===== src/rtl/switch_pkg.sv =====
// Shared types and defaults for the round-robin switch arbiter.
package switch_pkg;

  localparam int CHANNELS_DEFAULT = 5;
  localparam int SEL_BITS_DEFAULT = 3;

  typedef enum logic {
    IDLE = 1'b0,
    BUSY = 1'b1
  } arb_state_t;

endpackage


===== src/rtl/rr_picker.sv =====
// Combinational round-robin search: rotate requests so ptr sits at bit 0,
// take the lowest set bit, then map the offset back to a channel index.
module rr_picker
  import switch_pkg::*;
#(
  parameter int CHANNELS = CHANNELS_DEFAULT,
  parameter int SEL_BITS = SEL_BITS_DEFAULT
) (
  input  logic [CHANNELS-1:0] reqs,
  input  logic [SEL_BITS-1:0] ptr,
  output logic [SEL_BITS-1:0] winner,
  output logic                any
);

  localparam logic [SEL_BITS:0] CH_W = (SEL_BITS+1)'(CHANNELS);

  logic [2*CHANNELS-1:0] dbl;
  logic [CHANNELS-1:0]   rot;
  logic [SEL_BITS-1:0]   offset;
  logic [SEL_BITS:0]     sum;

  assign dbl = {reqs, reqs} >> ptr;
  assign rot = dbl[CHANNELS-1:0];
  assign any = |rot;

  // Descending loop so the lowest set bit is the last (winning) assignment.
  always_comb begin
    offset = '0;
    for (int i = CHANNELS - 1; i >= 0; i--) begin
      if (rot[i]) offset = SEL_BITS'(i);
    end
  end

  assign sum    = {1'b0, ptr} + {1'b0, offset};
  assign winner = (sum >= CH_W) ? SEL_BITS'(sum - CH_W) : sum[SEL_BITS-1:0];

endmodule


===== src/rtl/switch_arbiter.sv =====
// Round-robin arbiter granting one receiver at a time to the shared
// transmitter; request and grant are passed through combinationally while BUSY.
module switch_arbiter
  import switch_pkg::*;
#(
  parameter int CHANNELS = CHANNELS_DEFAULT,
  parameter int SEL_BITS = SEL_BITS_DEFAULT
) (
  input  logic                clk,
  input  logic                reset,
  input  logic [CHANNELS-1:0] reqs_in,
  output logic [CHANNELS-1:0] acks_in,
  output logic                req_out,
  input  logic                ack_out,
  output logic [SEL_BITS-1:0] selected
);

  localparam logic [SEL_BITS-1:0] LAST = SEL_BITS'(CHANNELS - 1);

  arb_state_t          state;
  logic [SEL_BITS-1:0] ptr;
  logic [SEL_BITS-1:0] winner;
  logic                any;

  rr_picker #(
    .CHANNELS(CHANNELS),
    .SEL_BITS(SEL_BITS)
  ) u_picker (
    .reqs  (reqs_in),
    .ptr   (ptr),
    .winner(winner),
    .any   (any)
  );

  always_ff @(posedge clk or negedge reset) begin
    if (!reset) begin
      state    <= IDLE;
      ptr      <= '0;
      selected <= '0;
    end else begin
      case (state)
        IDLE: begin
          if (any) begin
            selected <= winner;
            ptr      <= (winner == LAST) ? '0 : winner + 1'b1;
            state    <= BUSY;
          end
        end
        BUSY: begin
          // Release only once both sides of the 4-phase handshake are low.
          if (!reqs_in[selected] && !ack_out) state <= IDLE;
        end
        default: state <= IDLE;
      endcase
    end
  end

  always_comb begin
    req_out = 1'b0;
    acks_in = '0;
    if (state == BUSY) begin
      req_out           = reqs_in[selected];
      acks_in[selected] = ack_out;
    end
  end

endmodule


===== config.mk =====
export PLATFORM = sky130hd
export DESIGN_NAME = switch_arbiter
export DESIGN_NICKNAME = d
export VERILOG_FILES = /design/src/rtl/switch_pkg.sv /design/src/rtl/rr_picker.sv /design/src/rtl/switch_arbiter.sv
export SDC_FILE = /design/constraint.sdc
export NUM_CORES = 1
export LEC_CHECK = 0
export BUFFER_PORTS_ARGS = -buffer_cell sky130_fd_sc_hd__buf_4
export CAP_MARGIN = 20
export CORE_MARGIN = 8
export CORE_UTILIZATION = 58
export CTS_CLUSTER_SIZE = 28
export DETAILED_ROUTE_END_ITERATION = 8
export HOLD_SLACK_MARGIN = 0.06
export PLACE_DENSITY = 0.92
export SYNTH_ARGS = -nofsm -noshare
export SYNTH_HDL_FRONTEND = slang
export SYNTH_HIERARCHICAL = 1
export SYNTH_SLANG_ARGS = --single-unit
export TNS_END_PERCENT = 100

===== constraint.sdc =====
create_clock -name clk -period 8.3 [get_ports clk]
set_input_delay 1.66 -clock clk [delete_from_list [all_inputs] [get_ports clk]]
set_output_delay 1.66 -clock clk [all_outputs]
set_load 0.02 [all_outputs]

==> impl_metrics.csv, run 1 <==
group,metric,value,unit
synth,synthesis.nets,120,
route,antenna_left,0,
final_layout,fill_cells,119,
clocking,clockBufferDepth,2,
critical_path,crit_fanout,6,
placed_design,dp_hpwl,1530,um
synth,avgSynthCellArea,8.67,sq um
final_layout,layout.nets,136,
synth,synthDistinctLibCells,34,
global_route,grt_use_total,12.4,%
global_route,grt_max_degree,17,
floorplanning,core,1490,sq um
sta,setup_tns,0,ns
sta,fin_skew,0.000489,ns
clocking,cts_resized,0,
placed_design,gp_congestion,0.774,
synth,yosys.area.top_type,"dfrtp_1",
sta,setup_viol,0,
min_path,hold_path_class,"flip-flop to flip-flop",
min_path,hold_depth,1,
placed_design,portBuffers,16,
synth,synthSimpleGateAreaFrac,17.5,%
clocking,cts_buffers,3,
synth,synth_area,902,sq um
synth,synth_seq_area_share,19.4,%
clocking,ctsHoldBuffers,0,
clocking,cts_setup_buffers,0,
floorplanning,initial_core_util,60.6,%
critical_path,timing.rr.start,"ptr[1]",
critical_path,crit_start,"reqs_in[3]",
critical_path,endpoint_kind,"flip-flop",
floorplanning,ios,17,
critical_path,critical_path_arrival,5.46,ns
synth,synth_area_leaders,"dfrtp_1, mux2i_1, ha_1, a21oi_1, nor2_1",
sta,finalHoldViolCount,0,
synth,synth_fa_ha_area_share,11.9,%
synth,synth_top_family_by_area,"multiplexers",
route,routed_wl,1870,um
clocking,cts-htree-levels,1,
synth,synth_compound_area_share,18.0,%
clocking,cts_tree,"built",
synth,synth_mux_area_share,23.6,%
critical_path,critPathLaunchType,"input pin",
global_route,grt_pass1_wl,3250,um
global_route,antenna_found_initial,0,
global_route,grt_overflow,0,
clocking,cts_sinks,7,
route,drc,0,
sta,period_needed,5.28,ns
global_route,grt_use_met1,13.9,%
critical_path,crit-reg2reg-capture,"ptr[2]",
floorplanning,rows,14,
route,dr_total_vias,794,
global_route,grt_pass1_vias,756,
sta,worst_pin_slew,0.574,ns
min_path,hp-start,"state",
route,drt_pass1_iterations,4,
final_layout,diodes,0,
sta,fmax,189,MHz
synth,netlist.area_leader.share,19.4,%
route,vias_per_cell,5.88,
run,max_cap_violations,0,
final_layout,drive_gt1_share,21.8,%
route,drt_iter0_drc,6,
clocking,path_clk_slew,0.05,ns
critical_path,worstSetupPathType,"input pin to flip-flop",
clocking,clock_latency,0.25,ns
floorplanning,die_w,55.4,um
critical_path,r2r_slack,3.81,ns
synth,yosys_warnings,6,
global_route,use_met2,21.5,%
synth,synth-seq-cells,7,
floorplanning,dieHeight,55.4,um
global_route,top_usage_layer,"met2",
clocking,cts_root_buffer,"clkbuf_4",
critical_path,cp.required,8.48,ns
sta,final-max-slew-violation-count,0,
sta,rsz0062_at_grt,"false",
sta,max-slew-margin-rel,61.6,%
floorplanning,die-area,3070,sq um
sta,fin_crit_sh,63.6,%
critical_path,r2r_cells,18,
final_layout,syn_to_final_growth,14.7,%
route,wl_per_cell,13.8,um
synth,netlist_instances,104,
global_route,met3_usage,2.97,%
run_status,outcome,"completed",
synth,synthXorXnorAreaFrac,2.91,%
min_path,holdPathEnd,"state",
per-stage QoR:
stage / setup slack [ns] / area (sq um) / hold WS, ns / instances / utilization, %
after floorplan: 3.36 / 902 / 0.518 / 104 / -
after global placement: 3.00 / 1010 / 0.588 / 131 / 67.7
after detailed placement: 2.76 / 1010 / 0.588 / 131 / 67.7
after CTS: 3.02 / 1030 / 0.594 / 135 / 69.5
after global routing: 2.71 / 1030 / 0.629 / 135 / 69.5
final: 3.02 / 1030 / 0.593 / 135 / 69.5
Yosys cell counts:
library cell and n:
mux2i_1 13, nor2_1 10, a21oi_1 8, dfrtp_1 7, ha_1 7, inv_1 7, o21ai_0 5, nand2_1 4
nor3b_1 4, buf_2 3, mux2_1 3, mux2_2 3, nor3_1 3, xnor2_1 3, nand2b_1 2, nand3_1 2
nor2b_1 2, o21a_1 2, a211o_1 1, a211oi_1 1, a21boi_1 1, a41oi_2 1, and2_2 1, buf_4 1
buf_6 1, fa_1 1, mux2_4 1, nand3b_1 1, nor3_2 1, o2111ai_1 1, o221ai_1 1, o22ai_1 1
o32a_1 1, o32ai_1 1
worst max path at each step:
stage                  end  cells after the start
floorplan           ptr[1]                     16
global placement    ptr[1]                     17
detailed placement  ptr[1]                     17
CTS                 ptr[2]                     19
global route        ptr[2]                     19
finish              ptr[2]                     19
registers in the layout, indices dropped and copies added (netlist names):
name,count
state,1
selected,3
ptr,3
metal layers:
metal,up-vias,wire length (um)
li1,411,-
met1,369,835
met2,10,931
met3,4,77
met4,0,25
met5,-,0
layout make-up:
type / instances / area (sq um) / share of cell area (%)
inverters: 7 / 26.3 / 2.54
flip-flops and latches: 7 / 175 / 16.9
repair buffers: 16 / 120 / 11.6
multi-input cells: 85 / 667 / 64.5
clock buffers: 4 / 26.3 / 2.54
well taps: 16 / 20.0 / 1.93
worst max-delay path, stage by stage:
cell and delay (ns):
buf_4 0.13, mux2i_1 0.25, o22ai_1 0.15, nor3_2 0.23, a21oi_1 0.11, o32ai_1 0.25, ha_1 0.24, fa_1 0.46
inv_1 0.10, ha_1 0.16, nor2b_1 0.16, o21ai_0 0.09, a211oi_1 0.48, xnor2_1 0.27, inv_1 0.09, ha_1 0.23
nor3b_1 0.20, a21oi_1 0.06, a21oi_1 0.14
cells in the final DEF, fill, tap and decap left out:
cell type   n
mux2_4      1
o21a_1      2
nor3_1      3
nor2b_1     2
clkbuf_1    1
o32ai_1     1
and2_2      1
nand2_1     4
mux2_2      3
dfrtp_1     7
a21boi_1    1
nor3b_1     4
nor3_2      1
a21oi_1     8
inv_1       7
clkbuf_4    3
mux2_1      3
nand3b_1    1
fa_1        1
ha_1        7
mux2i_1    13
o2111ai_1   1
o221ai_1    1
a41oi_2     1
nand3_1     2
a211oi_1    1
a211o_1     1
o32a_1      1
nand2b_1    2
o22ai_1     1
buf_4      16
nor2_1     10
xnor2_1     3
o21ai_0     5
cell families (layout without fill, tap and decap cells):
logic type,Yosys count,in the layout
AOI/OAI and AO/OA,24,24
muxes,20,20
and+or+nand+nor,30,30
adders and majority gates,8,8
xor gates and xnor gates,3,3
buffers and inverters,12,27
DFF,7,7
Power of run 1 is left out: the tool's default activity adds up to more than one toggle a clock period on the data nets, which glitch-free logic cannot reach.
==> run 2: changes to the inputs <==
--- a/config.mk
+++ b/config.mk
@@ -8,11 +8,11 @@
 export BUFFER_PORTS_ARGS = -buffer_cell sky130_fd_sc_hd__buf_4
 export CAP_MARGIN = 20
 export CORE_MARGIN = 8
-export CORE_UTILIZATION = 58
+export CORE_UTILIZATION = 54
 export CTS_CLUSTER_SIZE = 28
 export DETAILED_ROUTE_END_ITERATION = 8
 export HOLD_SLACK_MARGIN = 0.06
-export PLACE_DENSITY = 0.92
+export PLACE_DENSITY = 0.87
 export SYNTH_ARGS = -nofsm -noshare
 export SYNTH_HDL_FRONTEND = slang
 export SYNTH_HIERARCHICAL = 1
==> constraint.sdc (replaced) <==
create_clock -name clk -period 5.4 [get_ports clk]
set_input_delay 1.08 -clock clk [delete_from_list [all_inputs] [get_ports clk]]
set_output_delay 1.08 -clock clk [all_outputs]
set_load 0.02 [all_outputs]
==> impl_metrics.csv, run 2 (synthesized netlist as in run 1, its figures left out) <==
group,metric,value,unit
global_route,grt_use_total,12.8,%
run,max_cap_violations,0,
clocking,cts_tree,"built",
route,drt_iter0_drc,7,
global_route,grt_pass1_wl,3510,um
route,drc,0,
floorplanning,initial_core_util,58.5,%
clocking,cts_sinks,7,
floorplanning,core,1540,sq um
global_route,grt_overflow,0,
sta,rsz0062_at_grt,"false",
critical_path,crit_top_cell,"ha_1",
floorplanning,ios,17,
final_layout,diodes,0,
critical_path,worstSetupPathType,"input pin to flip-flop",
clocking,cts-htree-levels,1,
run_status,outcome,"completed",
sta,fin_skew,0.000280,ns
final_layout,drive_gt1_share,21.8,%
critical_path,critical_path_arrival,4.80,ns
min_path,hold_path_class,"flip-flop to flip-flop",
global_route,grt_pass1_vias,810,
critical_path,cp.required,5.53,ns
global_route,grt_max_degree,17,
critical_path,crit_fanout,6,
final_layout,fill_cells,129,
clocking,path_clk_slew,0.05,ns
placed_design,dp_hpwl,1680,um
clocking,cts_root_buffer,"clkbuf_4",
clocking,ctsHoldBuffers,0,
placed_design,portBuffers,16,
final_layout,final_cell_mix,"buf_4, mux2i_1, nor2_1",
final_layout,multi_input_area,667,sq um
critical_path,endpoint_kind,"flip-flop",
critical_path,r2r_cells,16,
sta,setup_viol,0,
sta,final-max-slew-violation-count,0,
floorplanning,die-area,3230,sq um
sta,max-slew-margin-rel,62.8,%
route,wl_per_cell,15.1,um
final_layout,syn_to_final_growth,14.7,%
placed_design,gp_congestion,0.748,
route,dr_total_vias,794,
floorplanning,dieHeight,56.9,um
critical_path,cp_slowest_cell,"a211oi_1",
floorplanning,die_w,56.9,um
sta,period_needed,4.67,ns
clocking,cts_buffers,3,
clocking,clockBufferDepth,2,
min_path,hold_depth,1,
final_layout,ff_latch_area,175,sq um
route,drt_pass1_iterations,3,
sta,setup_tns,0,ns
critical_path,critPathLaunchType,"input pin",
critical_path,slowest_delay,0.48,ns
clocking,clock_latency,0.25,ns
final_layout,layout.nets,136,
final_layout,final_common_cell,"buf_4",
route,vias_per_cell,5.88,
route,antenna_left,0,
clocking,cts_setup_buffers,0,
sta,fin_crit_sh,86.5,%
route,routed_wl,2040,um
global_route,antenna_found_initial,0,
final_layout,postLayoutCoreUtil,67.1,%
sta,fmax,214,MHz
sta,worst_pin_slew,0.558,ns
critical_path,path_cells,"buf_4 -> mux2i_1 -> o22ai_1 -> nor3_2 -> a21oi_1 -> o32ai_1 -> ha_1 -> fa_1 -> inv_1 -> ha_1 -> nor2b_1 -> o21ai_0 -> a211oi_1 -> xnor2_1 -> inv_1 -> ha_1 -> mux2_1",
final_layout,reg_top3,"ptr: 3 flops, selected: 3 flops, state: 1 flops",
sta,layout_setup_ws,0.730,ns
clocking,cts_resized,0,
floorplanning,rows,14,
sta,finalHoldViolCount,0,
placed_design,dp_slack,0.492,ns
run 2: cell counts in the layout (fill, tap and decap cells not counted):
Identical to the previous run, type by type.
run 2: path summary, 6_finish.rpt:
check / endpoint / from / slack (ns)
hold / removal: state / state / 0.62
setup reg to reg: ptr[1] / ptr[1] / 0.94
hold reg to reg: state / state / 0.62
max in group asynchronous: state / reset / 4.65
min in group asynchronous: selected[0] / reset / 0.63
setup / recovery: ptr[1] / reqs_in[3] / 0.73
run 2: stage by stage:
step | cell area, sq um | cells | hold WS [ns]
detailed placement | 1010 | 131 | 0.605
global placement | 1010 | 131 | 0.588
floorplan | 902 | 104 | 0.518
CTS | 1030 | 135 | 0.615
finish | 1030 | 135 | 0.618
global route | 1030 | 135 | 0.632
run 2: metal layers:
layer  vias up  routed length (um)  GRT usage, %
li1        403                   -             -
met1       376                 863          14.7
met2        11                1090          23.0
met3         4                  58          2.25
met4         0                  21          3.69
met5         -                   0             0
run 2: worst max-delay path, delay by kind of cell:
| family | cells | cell delay, ns |
|---|---|---|
| buf+inv | 3 | 0.31 |
| fa+ha+maj | 4 | 1.13 |
| xor+xnor | 1 | 0.26 |
| compound gates | 5 | 1.09 |
| simple gates | 2 | 0.40 |
| mux | 2 | 0.53 |
run 2: final cells by class:
class / count / area share [%]
multi-input combinational: 85 / 64.5
sequential: 7 / 16.9
timing repair buffer: 16 / 11.6
clock buffer: 4 / 2.54
inverter: 7 / 2.54
tap: 16 / 1.93
Power of run 2 is left out for the same reason.
==> run 3: changes to the inputs <==
--- a/config.mk
+++ b/config.mk
@@ -5,6 +5,7 @@
 export SDC_FILE = /design/constraint.sdc
 export NUM_CORES = 1
 export LEC_CHECK = 0
+export ABC_AREA = 1
 export BUFFER_PORTS_ARGS = -buffer_cell sky130_fd_sc_hd__buf_4
 export CAP_MARGIN = 20
 export CORE_MARGIN = 8
==> impl_metrics.csv, run 3 <==
group,metric,value,unit
run_status,outcome,"completed",
route,drt_iter0_drc,7,
run,max_cap_violations,0,
floorplanning,initial_core_util,55.1,%
critical_path,r2r_cells,20,
floorplanning,rows,15,
synth,synth_area,921,sq um
synth,synthesis.nets,157,
synth,avgSynthCellArea,6.53,sq um
sta,worst_pin_slew,0.395,ns
global_route,antenna_found_initial,0,
synth,netlist.area_leader.share,19.0,%
global_route,grt_use_met1,15.0,%
floorplanning,die_w,57.3,um
clocking,cts_tree,"built",
sta,finalHoldViolCount,0,
final_layout,syn_to_final_growth,17.0,%
critical_path,r2r_slack,1.91,ns
critical_path,cp_slowest_cell,"fa_1",
global_route,grt_max_degree,11,
final_layout,layout.cells.non_filler,177,
clocking,cts_resized,0,
route,dr_total_vias,933,
synth,synth-seq-cells,7,
critical_path,crit_top_cell,"nand2_1",
clocking,cts_setup_buffers,0,
global_route,grt_pass1_wl,3620,um
synth,yosys_warnings,6,
synth,netlist_instances,141,
final_layout,layout.nets,177,
critical_path,worstSetupPathType,"input pin to flip-flop",
min_path,hold_path_class,"input pin to asynchronous set/reset pin",
synth,synthTopCellsByCount,"nand2_1, inv_1, nand3_1, nand2_2",
sta,period_needed,3.81,ns
synth,yosys.area.top_type,"dfrtp_1",
floorplanning,dieHeight,57.3,um
global_route,grt_use_total,13.2,%
final_layout,final_area,1080,sq um
synth,synth_most_common_cell,"nand2_1",
critical_path,cp.required,5.58,ns
sta,final-max-slew-violation-count,0,
floorplanning,ios,17,
clocking,cts_sinks,7,
clocking,ctsHoldBuffers,0,
placed_design,dpl_cell_area,1050,sq um
placed_design,dp.cells,173,
sta,setup_viol,0,
route,routed_wl,2060,um
route,wl_per_cell,11.6,um
synth,synthArstFlopShare,100,%
final_layout,final_cell_mix,"nand2_1, inv_1, nand3_1",
global_route,met3_usage,2.24,%
sta,rsz0062_at_grt,"false",
placed_design,dp_hpwl,1750,um
critical_path,endpoint_kind,"flip-flop",
critical_path,timing.rr.start,"ptr[0]",
final_layout,reg_top3,"ptr: 3 flops, selected: 3 flops, state: 1 flops",
clocking,clock_latency,0.25,ns
clocking,cts_root_buffer,"clkbuf_4",
global_route,grt_overflow,0,
route,drt_pass1_iterations,4,
critical_path,slowest_delay,0.52,ns
synth,synth_area_leaders,"dfrtp_1, nand2_1, ha_1, nand3_1, inv_1",
route,drc,0,
critical_path,crit_start,"reqs_in[3]",
sta,fmax,262,MHz
critical_path,crit_fanout,4,
final_layout,diodes,0,
synth,synth_seq_area_share,19.0,%
synth,synth_edf_count,0,
final_layout,drive_gt1_share,26.3,%
floorplanning,core,1670,sq um
clocking,cts-htree-levels,1,
clocking,cts_buffers,3,
sta,fin_skew,0.00607,ns
route,vias_per_cell,5.27,
clocking,clockBufferDepth,2,
route,antenna_left,0,
critical_path,crit-reg2reg-capture,"ptr[0]",
global_route,use_met2,25.1,%
clocking,path_clk_slew,0.05,ns
critical_path,critical_path_arrival,3.99,ns
global_route,top_usage_layer,"met2",
sta,fin_crit_sh,70.6,%
floorplanning,die-area,3280,sq um
critical_path,critPathLaunchType,"input pin",
sta,setup_tns,0,ns
placed_design,portBuffers,16,
synth,synthDistinctLibCells,26,
sta,max-slew-margin-rel,73.6,%
synth,synthFlopType,"dfrtp_1",
placed_design,gp_congestion,0.823,
critical_path,path_cells,"buf_4 -> inv_1 -> nand2_1 -> nand3_2 -> nand2_1 -> nand2_1 -> nand2_2 -> nand2_1 -> a21oi_1 -> ha_1 -> fa_1 -> inv_1 -> ha_1 -> inv_1 -> o21ai_0 -> nand2_1 -> xor2_1 -> inv_1 -> ha_1 -> a21o_1 -> o21ai_2",
final_layout,final_common_cell,"nand2_1",
global_route,grt_pass1_vias,860,
final_layout,fill_cells,157,
-- run 3: final cells by class --
class	count	area (sq um)	area share, %
clock buffers	4	26.3	2.44
inverters	23	91.3	8.48
multi-input cells	110	643	59.7
flip-flops and latches	7	175	16.3
well taps	17	21.3	1.97
repair buffers	16	120	11.1
-- run 3: logic make-up after synthesis --
logic type,share of synthesized area [%]
AOI/OAI and AO/OA,9.38
xor gates and xnor gates,3.81
adders and majority gates,11.7
buffers and inverters,11.1
DFF,19.0
and+or+nand+nor,45.0
-- run 3: stage by stage --
step	hold slack, ns	utilization [%]	setup slack [ns]
global route	0.630	64.5	1.26
CTS	0.630	64.5	1.56
detailed placement	0.618	62.9	1.33
floorplan	0.503	-	1.76
global placement	0.586	62.9	1.46
finish	0.627	64.5	1.59
-- run 3: worst max-delay path by stage --
| stage | endpoint | slack [ns] | depth (start not counted) |
|---|---|---|---|
| global placement | ptr[2] | 1.46 | 21 |
| floorplan | ptr[0] | 1.76 | 20 |
| detailed placement | ptr[0] | 1.33 | 20 |
| finish | ptr[0] | 1.59 | 21 |
| global route | ptr[2] | 1.26 | 21 |
| CTS | ptr[0] | 1.56 | 20 |
-- run 3: per-layer routing --
layer | up-vias | wire length [um]
li1 | 488 | -
met5 | - | 0
met4 | 0 | 9
met3 | 2 | 84
met1 | 425 | 890
met2 | 18 | 1070
-- run 3: critical path, delay by kind of cell --
family / cells / cell delay, ns
adders and majority gates: 4 / 1.12
and+or+nand+nor: 7 / 0.60
AOI/OAI and AO/OA: 4 / 0.46
buffers and inverters: 5 / 0.41
xor gates and xnor gates: 1 / 0.34
Power of run 3 is left out for the same reason.
